## config.mk

```make
export PLATFORM = sky130hd
export DESIGN_NAME = imem_boot_loader
export DESIGN_NICKNAME = d
export VERILOG_FILES = /design/src/rtl/imem_boot_loader.sv
export SDC_FILE = /design/constraint.sdc
export NUM_CORES = 1
export LEC_CHECK = 0
export ABC_CLOCK_PERIOD_IN_PS = 5100
export CAP_MARGIN = 10
export CORE_ASPECT_RATIO = 0.7
export CORE_UTILIZATION = 30
export DETAILED_ROUTE_END_ITERATION = 8
export PLACE_DENSITY = 0.75
export SLEW_MARGIN = 20
export SYNTH_ARGS = -nofsm -noshare
export SYNTH_HDL_FRONTEND = slang
export SYNTH_SLANG_ARGS = --single-unit
```

## constraint.sdc

```tcl
create_clock -name CLK -period 5.1 [get_ports CLK]
set_clock_uncertainty 0.15 [all_clocks]
set_input_delay 1.53 -clock CLK [delete_from_list [all_inputs] [get_ports CLK]]
set_output_delay 1.53 -clock CLK [all_outputs]
set_load 0.005 [all_outputs]
```

## src/rtl/imem_boot_loader.sv

```systemverilog
// IMEM boot loader: streams an image into IMEM, holds the core in reset, then hands the bus to the core.
// Optional running checksum of the loaded words is built when IMEM_LOADER_CHECKSUM_EN is defined.
module imem_boot_loader #(
  parameter int ADDR_W   = 8,
  parameter int DATA_W   = 32,
  parameter int DEPTH    = 256,
  parameter int HOLD_CYC = 4
) (
  input  logic              CLK,
  input  logic              reset,
  input  logic              load_start,
  input  logic              load_valid,
  output logic              load_ready,
  input  logic [DATA_W-1:0] load_data,
  input  logic              load_last,
  input  logic [ADDR_W-1:0] core_imem_addr,
  output logic              core_reset,
  output logic              mem_wr,
  output logic [ADDR_W-1:0] mem_addr,
  output logic [DATA_W-1:0] mem_wdata,
  output logic              busy,
  output logic [ADDR_W:0]   word_count,
  output logic              err_trunc,
  output logic [DATA_W-1:0] checksum
);

  typedef enum logic [1:0] {IDLE, LOAD, HOLD, RUN} state_t;

  localparam logic [ADDR_W-1:0] LAST_ADDR = ADDR_W'(DEPTH - 1);
  localparam logic [ADDR_W:0]   DEPTH_CNT = (ADDR_W + 1)'(DEPTH);
  localparam logic [7:0]        HOLD_INIT = 8'(HOLD_CYC - 1);

  state_t            state_q;
  logic [ADDR_W-1:0] addr_q;
  logic [ADDR_W:0]   wcnt_q, wcnt_d;
  logic [7:0]        hold_q;
  logic              err_q;
  logic              core_reset_q;
  logic              load_ready_q;
  logic              busy_q;
  logic              beat;
  logic              at_end;
  logic              restart;

  assign beat    = (state_q == LOAD) & load_valid;
  assign at_end  = (addr_q == LAST_ADDR);
  // A start request is only honoured outside LOAD, so a start coinciding with the last beat is dropped.
  assign restart = load_start & (state_q != LOAD);

  always_comb begin
    wcnt_d = wcnt_q;
    if (beat && (wcnt_q != DEPTH_CNT)) wcnt_d = wcnt_q + 1'b1;
  end

  always_ff @(posedge CLK or negedge reset) begin
    if (!reset) begin
      state_q      <= IDLE;
      addr_q       <= '0;
      wcnt_q       <= '0;
      hold_q       <= '0;
      err_q        <= 1'b0;
      core_reset_q <= 1'b1;
      load_ready_q <= 1'b0;
      busy_q       <= 1'b0;
    end else if (restart) begin
      state_q      <= LOAD;
      addr_q       <= '0;
      wcnt_q       <= '0;
      err_q        <= 1'b0;
      core_reset_q <= 1'b1;
      load_ready_q <= 1'b1;
      busy_q       <= 1'b1;
    end else begin
      case (state_q)
        LOAD: begin
          if (beat) begin
            addr_q <= addr_q + 1'b1;
            wcnt_q <= wcnt_d;
            if (load_last || at_end) begin
              state_q      <= HOLD;
              load_ready_q <= 1'b0;
              hold_q       <= HOLD_INIT;
              err_q        <= ~load_last;
            end
          end
        end
        HOLD: begin
          if (hold_q == 8'd0) begin
            state_q      <= RUN;
            core_reset_q <= 1'b0;
            busy_q       <= 1'b0;
          end else begin
            hold_q <= hold_q - 1'b1;
          end
        end
        default: ;
      endcase
    end
  end

`ifdef IMEM_LOADER_CHECKSUM_EN
  logic [DATA_W-1:0] csum_q;

  always_ff @(posedge CLK or negedge reset) begin
    if (!reset)       csum_q <= '0;
    else if (restart) csum_q <= '0;
    else if (beat)    csum_q <= csum_q + load_data;
  end

  assign checksum = csum_q;
`else
  assign checksum = '0;
`endif

  assign load_ready = load_ready_q;
  assign busy       = busy_q;
  assign core_reset = core_reset_q;
  assign word_count = wcnt_q;
  assign err_trunc  = err_q;
  assign mem_wr     = ~beat;
  assign mem_wdata  = load_data;
  assign mem_addr   = (state_q == RUN)  ? core_imem_addr :
                      (state_q == LOAD) ? addr_q : '0;

endmodule

```

==> metrics.md <==
| Metric | Value |
|---|---|
| Status | completed |
| Final Max Tran Viols | 0 |
| Synth cell types | 47 |
| PD cells | 400 mW/mm² |
| Fillers | 711 |
| Leakage power | 1.08 nW |
| Drt initial violations | 81 |
| Vias in the first global route | 1,455 |
| Die Wd | 105 µm |
| Clock latency reported for the late side of the worst-skew pair | 0.29 ns |
| Placed Cells | 338 |
| Max-cap violations | 0 |
| Post-CTS sizing | 0 |
| Fin cells | 346 |
| Num CTS Buffers | 5 |
| # hold bufs at CTS | 0 |
| DRC errors left | 0 |
| Final worst setup slack | 0.718 ns |
| CP Max Fanout | 1 |
| Most common cell in the netlist | buf_4 |
| Crit path top cell by count | clkdlybuf4s50_1 |
| Peak Freq | 228 MHz |
| Std-Cell Core Area | 0.00698 mm² |
| CTS Sinks | 31 |
| Yosys synthesis warning count | 0 |
| Routed WL | 4350 µm |
| Vias per cell | 4.47 |
| Cell Area, Synth | 0.00225 mm² |
| CP Buf/Inv Count | 2 |
| Least-Margin Pin Slew | 0.551 ns |
| VDD IR-drop max | 0.139 mV |
| Slowest stage delay, CP | 0.51 ns |
| Row cnt | 25 |
| Crit path cell chain | clkdlybuf4s50_1 > mux2i_1 > nor2b_1 > clkdlybuf4s50_1 |
| Post-synth top area cell | dfrtp_1 |
| Area Overhead vs Synth | 7.46% |
| Fin area | 0.00241 mm² |
| Hold_ws | 0.312 ns |
| Final Critical Period | 4.38 ns |
| # setup viols final | 0 |
| Routed WL per cell | 12.6 µm |
| Worst Setup End Kind | output port |
| Routability congestion estimate | 0.777 |
| Post-synthesis sequential area ratio | 0.346 |
| Unrepaired setup endpoints after global routing | false |
| Arrival time worst endpoint | 2.70 ns |
| Synth area leaders | dfrtp_1 (33%), buf_4 (22%), mux2i_1 (3.6%) |
| Register Area | 777 µm² |
| Ys flop type | dfrtp_1 |
| First-pass GRT wire length | 7080 µm |
| CTS H-tree depth | 2 |
| Max_slew headroom | 0.633 |
| Setup tns final | 0 ns |
| CTS tree | yes |
| Post-CTS Setup Bufs | 0 |
| Share of cells above drive strength 1 | 0.0833 |
| Gr ovfl total | 0 |
| Die H | 74.4 µm |
| Area of the multi-input gates | 0.00103 mm² |
| Hold WC Path Type | reg -> reg |
| Most frequent cells after synthesis | buf_4 (65), dfrtp_1 (30), nor2_1 (15), nand2_1 (13), o21ai_0 (12) |
| Post-DP HPWL | 3210 µm |
| Detail Route Antenna Nets | 0 |
| CP top delay family | buffers and inverters |
| Total GRT Usage | 0.119 |
| Post-Synthesis Cells | 245 |
| Routed via count | 1,545 |
| Final net count | 301 |
| Longest Clk Path Bufs | 2 |
| CP Class | in -> out |
| CP max-delay cell | clkdlybuf4s50_1 |
| Fin crit share | 0.859 |
| CP Data Required Time | 3.42 ns |
| EDFF count, synth | 0 |
| Syn_area_per_cell | 9.17 µm² |
| Starting Density | 0.322 |
| DRT Pass-1 Iters | 4 |
| Post-synth ARST share | 1.00 |
| Fin. Hold Viols | 0 |
| Initial antenna violation count | 0 |
| Die area | 0.00784 mm² |
| Reg clk slew, reported paths | 0.06 ns |
| Total I/O pin count | 131 |
| Synth top area share | 0.334 |
| Pre-CTS setup slack | 0.705 ns |
| Port bufs | 34 |
| Placed cell area | 0.00233 mm² |
| CP Launch Type | input pin |
| Antenna cells | 0 |
| Pin count of the biggest net entering global routing | 32 |
| Tot Pwr | 966 µW |
| #FFs+latches synth | 31 |
| Final Util | 0.346 |
| CTS root buffer | clkbuf_8 |
## cells in the final DEF (no fill, tap or decap), types with 2 or more instances in the layout
cell type        instances
nor2b_1                  8
xor2_1                   6
buf_4                    4
clkdlybuf4s50_1         34
or4_1                    2
ha_1                     5
clkbuf_1                 3
nand4_1                  7
a21oi_1                  4
a31oi_1                  4
o21ai_0                 12
nor3_1                   5
inv_1                    9
dfrtp_1                 30
xnor2_1                  4
a21o_1                   2
and2_1                   2
nand2_1                 13
conb_1                  32
or4_4                    2
and3_1                   3
clkbuf_8                 5
mux2i_1                  8
nand3_1                 10
nor2_1                  15
a21o_2                   2
## worst paths after layout
| check | startpoint | endpoint | slack [ns] | depth (start not counted) |
|---|---|---|---|---|
| worst max register to register | hold_q[0] | hold_q[0] | 2.94 | 6 |
| min in group asynchronous | reset | word_count[0] | 1.49 | 2 |
| max in group asynchronous | reset | core_reset | 2.99 | 2 |
| worst min register to register | core_reset | core_reset | 0.31 | 2 |
| worst min-delay path | core_reset | core_reset | 0.31 | 2 |
| worst max-delay path | core_imem_addr[5] | mem_addr[5] | 0.72 | 4 |
## tightest hold or removal path, cell delays in order (launching register included)
cell     delay, ns
dfstp_2       0.37
nand2_1       0.05
nand2_1       0.04
## cells by family after synthesis
family                     after synthesis  synth area share
DFF                                     31             0.346
muxes                                    9            0.0407
buffers and inverters                   79             0.245
xor gates and xnor gates                10            0.0390
AOI/OAI and AO/OA                       37             0.124
other                                    1           0.00167
adders and majority gates                5            0.0279
and+or+nand+nor                         73             0.175
## state kept, by name (all words and copies together), names as in the netlist
register,count
addr_q,8
err_trunc,1
busy,1
hold_q,8
state_q,2
core_reset,1
load_ready,1
word_count,9
## per-layer routing
| metal | up-vias | global-route usage | share of wire |
|---|---|---|---|
| met5 | - | 0 | 0 |
| met3 | 9 | 0.0412 | 0.068 |
| met4 | 0 | 0.0579 | 0.019 |
| met2 | 56 | 0.182 | 0.43 |
| met1 | 725 | 0.152 | 0.49 |
| li1 | 755 | - | - |
## power breakdown
| part | internal [mW] | switching [mW] |
|---|---|---|
| Sequential | 0.297 | 0.0829 |
| Clock | 0.0968 | 0.0909 |
| Combinational | 0.210 | 0.188 |
## area by class of cell
type | instances | area share
Clock buffer | 8 | 0.0332
Timing Repair Buffer | 38 | 0.153
Multi-Input combinational cell | 166 | 0.429
Sequential cell | 31 | 0.322
Inverter | 9 | 0.0140
Tap cell | 94 | 0.0487
Power figures use the tool's default switching activity.
==> patch 1, RTL diff (config.mk and constraints unchanged) <==
Encoding of `state_t`: now one-hot (4 bits for 4 states).
--- a/src/rtl/imem_boot_loader.sv
+++ b/src/rtl/imem_boot_loader.sv
@@ -26,3 +26,3 @@
 
-  typedef enum logic [1:0] {IDLE, LOAD, HOLD, RUN} state_t;
+  typedef enum logic [3:0] {IDLE = 4'b0001, LOAD = 4'b0010, HOLD = 4'b0100, RUN = 4'b1000} state_t;
 
Formal check against the unedited RTL: same outputs for any inputs over 10 cycles, from zero or initial values and one cycle with reset low; not proved beyond that.
==> patch 1 against the original RTL <==
  * Largest power group is now registers
  * Synthesized area grew 3.0%
  * Clock power grew 35%
  * Register-to-register slack lost 0.23 ns
  * Sequential cell count grew 2
  * First-iteration DRC count grew 72%
  * Via count grew 12%
  * Non-clock buffer count grew 1
  * Power shrank 5.5%
  * Design area grew 5.1%
  * Worst setup slack lost 0.16 ns
  * Synthesized cell count grew 2.9%
  * Count of clock-buffer cells in the layout shrank 1
  * Wire length grew 9.6%
==> patch 1: results (changes against the original RTL) <==
| Metric | Value |
|---|---|
| Via count | `1,732 (+12%)` |
| Clk pin slew, worst setup/hold paths | `0.06 ns (about the same)` |
| Number of synthesis warnings | `0 (unchanged)` |
| PortBufs | `34 (unchanged)` |
| Wire length per cell | `13.3 um (+5.9%)` |
| Maximum root-to-sink buffer count | `2 (unchanged)` |
| Dpl cells | `350 (+3.6%)` |
| Vias in the first global route | `1,505 (+3.4%)` |
| Htree depth | `2 (unchanged)` |
| Skew-Pair Late Insertion Delay | `0.29 ns (about the same)` |
| Reg2Reg Setup Slack | `2.71 ns (-0.23 ns)` |
| Cell depth of the worst hold path | `1 (-1)` |
| NumNets Final | `309 (+2.7%)` |
| Setup bufs post-CTS | `0 (unchanged)` |
| Rel. slew slack | `0.428 (-0.205)` |
| Worst vdd ir | `0.161 mV (+16%)` |
| Leak | `1.08 nW (+0.82%)` |
| Largest net degree at the start of global routing | `34 (+6.3%)` |
| Critical Path AT | `2.86 ns (+0.16 ns)` |
| FF-to-FF End | `hold_q[3]` |
| Placed cell area | `2420 um2 (+3.7%)` |
| Max FFs per register | `9 (unchanged)` |
| Drt pass-1 iters | `4 (unchanged)` |
| Most frequent cells after synthesis | `buf_4 (64), dfrtp_1 (31), nand3_1 (13)` |
| All-Layer GR Usage | `0.126 (+0.00663)` |
| CTS root buffer | `clkbuf_8` |
| Rows | `26 (+4.0%)` |
| Synth Instances | `252 (+2.9%)` |
| Fraction of registers with async set/reset | `1.00 (unchanged)` |
| Outcome | `finished, final reports clean` |
| Cts bufs inserted | `5 (unchanged)` |
| Min-Delay Startpoint | `busy` |
| Seq/Total Area, Yosys | `0.358 (+0.0121)` |
| Largest cells by area after synthesis | `dfrtp_1 (34%), buf_4 (21%), a22o_1 (3.4%)` |
| Synth cell types | `45 (-4.3%)` |
| Share of cells above drive strength 1 | `0.0654 (-0.0179)` |
| First-pass GRT wire length | `7580 um (+7.1%)` |
| HP Class | `register to register` |
| FF-to-FF path depth | `5 (-1)` |
| DP Wirelength | `3540 um (+10%)` |
| Int Pwr | `0.604 mW (about the same)` |
| Hold EP | `busy` |
| Via density | `4.84 (+8.3%)` |
| Antenna diodes | `0 (unchanged)` |
| Placer Congestion | `0.764 (-1.6%)` |
| Main synth FF type | `dfrtp_1` |
| CTS resizes | `0 (unchanged)` |
| Initial antenna violation count | `0 (unchanged)` |
| Starting DRT DRC Count | `139 (+72%)` |
| Post-CTS Hold Buffers | `0 (unchanged)` |
| Crit-path max FO | `5 (+4)` |
| Reg2reg start | `state_q[3]` |
==> patch 1: cell count changes in the layout (fill, tap and decap cells not counted), moves of 4 or more <==
cell     before  now
mux2i_1       8    2
nor2b_1       8    4
and2_1        2    6
a22o_1        1    9
==> patch 1: power by group through the flow <==
stage	Combinational [mW]	Sequential [mW]	Clock, mW
final	0.307	0.352	0.253
after global routing	0.345	0.360	0.271
after CTS	0.309	0.352	0.257
after detailed placement	0.308	0.357	0
after global placement	0.297	0.355	0
after floorplan	0.227	0.345	0
==> patch 1: critical path, cell delays in order <==
cell and delay, ns:
clkdlybuf4s50_1 0.47, and2_1 0.24, inv_1 0.14, clkdlybuf4s50_1 0.47
==> patch 1: area by class of cell <==
| cell class | count | area, um2 |
|---|---|---|
| sequential | 33 | 828 |
| clock inverter | 1 | 30.0 |
| clock buffer | 7 | 86.3 |
| timing repair buffer | 39 | 378 |
| tap | 98 | 123 |
| fill | 764 | 4850 |
| multi-input combinational | 171 | 1060 |
| inverter | 9 | 33.8 |
==> patch 1: layer usage <==
metal / GRT usage / up-vias / wire length, um
li1: - / 818 / -
met1: 0.177 / 837 / 2260
met2: 0.170 / 65 / 2060
met3: 0.0368 / 12 / 332
met4: 0.0731 / 0 / 107
met5: 0 / - / 0
==> patch 1: how the worst max path moves through the flow <==
| stage | from | end | slack (ns) | depth (start not counted) |
|---|---|---|---|---|
| after floorplan | load_valid | mem_wr | 1.61 | 2 |
| final | load_valid | mem_wr | 0.56 | 4 |
| after global placement | load_valid | mem_wr | 0.58 | 4 |
| after CTS | load_valid | mem_wr | 0.56 | 4 |
| after global routing | load_valid | mem_wr | 0.49 | 4 |
| after detailed placement | load_valid | mem_wr | 0.58 | 4 |
==> patch 1: cell families (layout without fill, tap and decap cells) <==
kind of cell	Yosys count	in the layout	share of synthesized area
xor gates and xnor gates	6	6	0.0227
and+or+nand+nor	75	75	0.184
other	1	32	0.00162
adders and majority gates	5	5	0.0270
DFF	33	33	0.358
AOI/OAI and AO/OA	49	49	0.153
muxes	4	4	0.0184
buffers and inverters	79	56	0.235
==> patch 1: per-stage QoR <==
stage,setup slack (ns),hold slack [ns]
2_1_floorplan,1.61,0.303
3_3_place_gp,0.582,0.314
3_5_place_dp,0.579,0.319
4_1_cts,0.559,0.339
5_1_grt,0.487,0.367
6_report,0.562,0.334
==> patch 2, RTL diff (same flow settings) <==
Without the edit above. Set the parameter `DATA_W` to 64 (it was 32).
--- a/src/rtl/imem_boot_loader.sv
+++ b/src/rtl/imem_boot_loader.sv
@@ -4,3 +4,3 @@
   parameter int ADDR_W   = 8,
-  parameter int DATA_W   = 32,
+  parameter int DATA_W   = 64,
   parameter int DEPTH    = 256,
Ports: changed (resized checksum, load_data and mem_wdata); port bits go from 131 to 227. The function was not compared with the original's and may differ.
==> patch 2 against the original RTL <==
  * Design area grew 8.7%
  * Synthesized area grew 21%
  * Combinational power grew 2%
  * Power grew 10%
  * Wire length grew 12%
  * Worst setup slack lost 0.0045 ns
  * Via count grew 9.7%
  * Sequential cell count is the same
  * Critical path type unchanged
  * First-iteration DRC count shrank 32%
  * Utilization shrank 4.2 points
==> patch 2: results (changes against the original RTL) <==
| Metric | Value |
|---|---|
| Worst vdd ir | `0.149 mV (+7.5%)` |
| Hold EP | `core_reset` |
| Critical Path AT | `2.71 ns (about the same)` |
| Wire length per cell | `12.0 um (-4.1%)` |
| Via count | `1,695 (+9.7%)` |
| Outcome | `finished, final reports clean` |
| Starting DRT DRC Count | `55 (-32%)` |
| Slew of the pin with the lowest slew margin | `0.562 ns (+0.0109 ns)` |
| CP max-delay cell | `clkdlybuf4s50_1` |
| First-pass GRT wire length | `7820 um (+11%)` |
| Area share of fa/ha/maj cells after synthesis | `0.0229 (-0.00491)` |
| Maximum root-to-sink buffer count | `2 (unchanged)` |
| HP Class | `register to register` |
| Share of cells above drive strength 1 | `0.0739 (-0.00939)` |
| Largest net degree at the start of global routing | `32 (unchanged)` |
| Seq/Total Area, Yosys | `0.285 (-0.0610)` |
| All-Layer GR Usage | `0.110 (-0.00879)` |
| Most frequent cells after synthesis | `buf_4 (129), dfrtp_1 (30), nor2_1 (15)` |
| Crit path largest cell delay | `0.51 ns (about the same)` |
| Area share of xor/xnor cells in the synthesized design | `0.0321 (-0.00687)` |
| DP Wirelength | `3730 um (+16%)` |
| Largest cells by area after synthesis | `buf_4 (36%), dfrtp_1 (28%), mux2i_1 (2.9%)` |
| Synth Area in Compound Gates | `0.102 (-0.0219)` |
| Syn avg cell area | `8.82 um2 (-3.8%)` |
| Clk pin slew, worst setup/hold paths | `0.04 ns (-0.02 ns)` |
| CTS root buffer | `clkbuf_16` |
| Fillcell total | `944 (+33%)` |
| Multiplexer area fraction after synthesis | `0.0335 (-0.00717)` |
| FF-to-FF End | `hold_q[7]` |
| Reg2Reg Setup Slack | `2.93 ns (about the same)` |
| Crit-path leading delay family | `buffers and inverters` |
| Placed cell area | `2490 um2 (+6.5%)` |
| Via density | `4.20 (-6.0%)` |
| Reg2reg start | `state_q[1]` |
| NumNets Final | `365 (+21%)` |
| Vias in the first global route | `1,594 (+9.6%)` |
| Placer Congestion | `0.800 (+3.0%)` |
| Dpl cells | `396 (+17%)` |
| Fraction of registers with async set/reset | `1.00 (unchanged)` |
| Leak | `1.20 nW (+12%)` |
| FF-to-FF path depth | `5 (-1)` |
| CTS resizes | `0 (unchanged)` |
| Skew-Pair Late Insertion Delay | `0.27 ns (-0.02 ns)` |
patch 2: changes by cell type in the layout (fill, tap and decap cells not counted):
cell	before	now
clkbuf_8	5	0
clkbuf_16	0	5
conb_1	32	64
patch 2: worst max path at each step:
stage / start / endpoint / slack (ns)
6_report: core_imem_addr[7] / mem_addr[7] / 0.71
5_1_grt: core_imem_addr[7] / mem_addr[7] / 0.65
4_1_cts: core_imem_addr[7] / mem_addr[7] / 0.68
3_5_place_dp: core_imem_addr[7] / mem_addr[7] / 0.68
3_3_place_gp: core_imem_addr[7] / mem_addr[7] / 0.66
2_1_floorplan: load_valid / mem_wr / 1.31
patch 2: through the flow:
stage	setup WS [ns]	util	hold slack, ns
detailed placement	0.678	0.288	0.309
finish	0.714	0.304	0.321
floorplan	1.31	-	0.298
global placement	0.659	0.288	0.301
CTS	0.676	0.304	0.319
global route	0.650	0.304	0.342
patch 2: report_power, final:
| group | total [mW] | switching [mW] | leakage, nW | internal (mW) |
|---|---|---|---|---|
| clock network | 0.278 | 0.0972 | 0.0652 | 0.181 |
| logic | 0.405 | 0.195 | 0.738 | 0.210 |
| registers | 0.382 | 0.0844 | 0.401 | 0.298 |
| total | 1.07 | 0.377 | 1.20 | 0.688 |
patch 2: area by class of cell:
cell class	count	share of cell area
clock buffers	8	0.0520
inverters	9	0.0129
flip-flops and latches	31	0.296
multi-input cells	198	0.440
repair buffers	38	0.141
well taps	120	0.0573
patch 2: tightest hold or removal path, cell delays in order (launching register included):
cell     delay, ns
dfstp_2       0.37
nand2_1       0.05
nand2_1       0.05
patch 2: per-layer routing:
metal | track usage | part of all wire | up-vias
li1 | - | - | 786
met1 | 0.132 | 0.45 | 823
met2 | 0.167 | 0.44 | 79
met3 | 0.0531 | 0.095 | 7
met4 | 0.0487 | 0.012 | 0
met5 | 0 | 0 | -
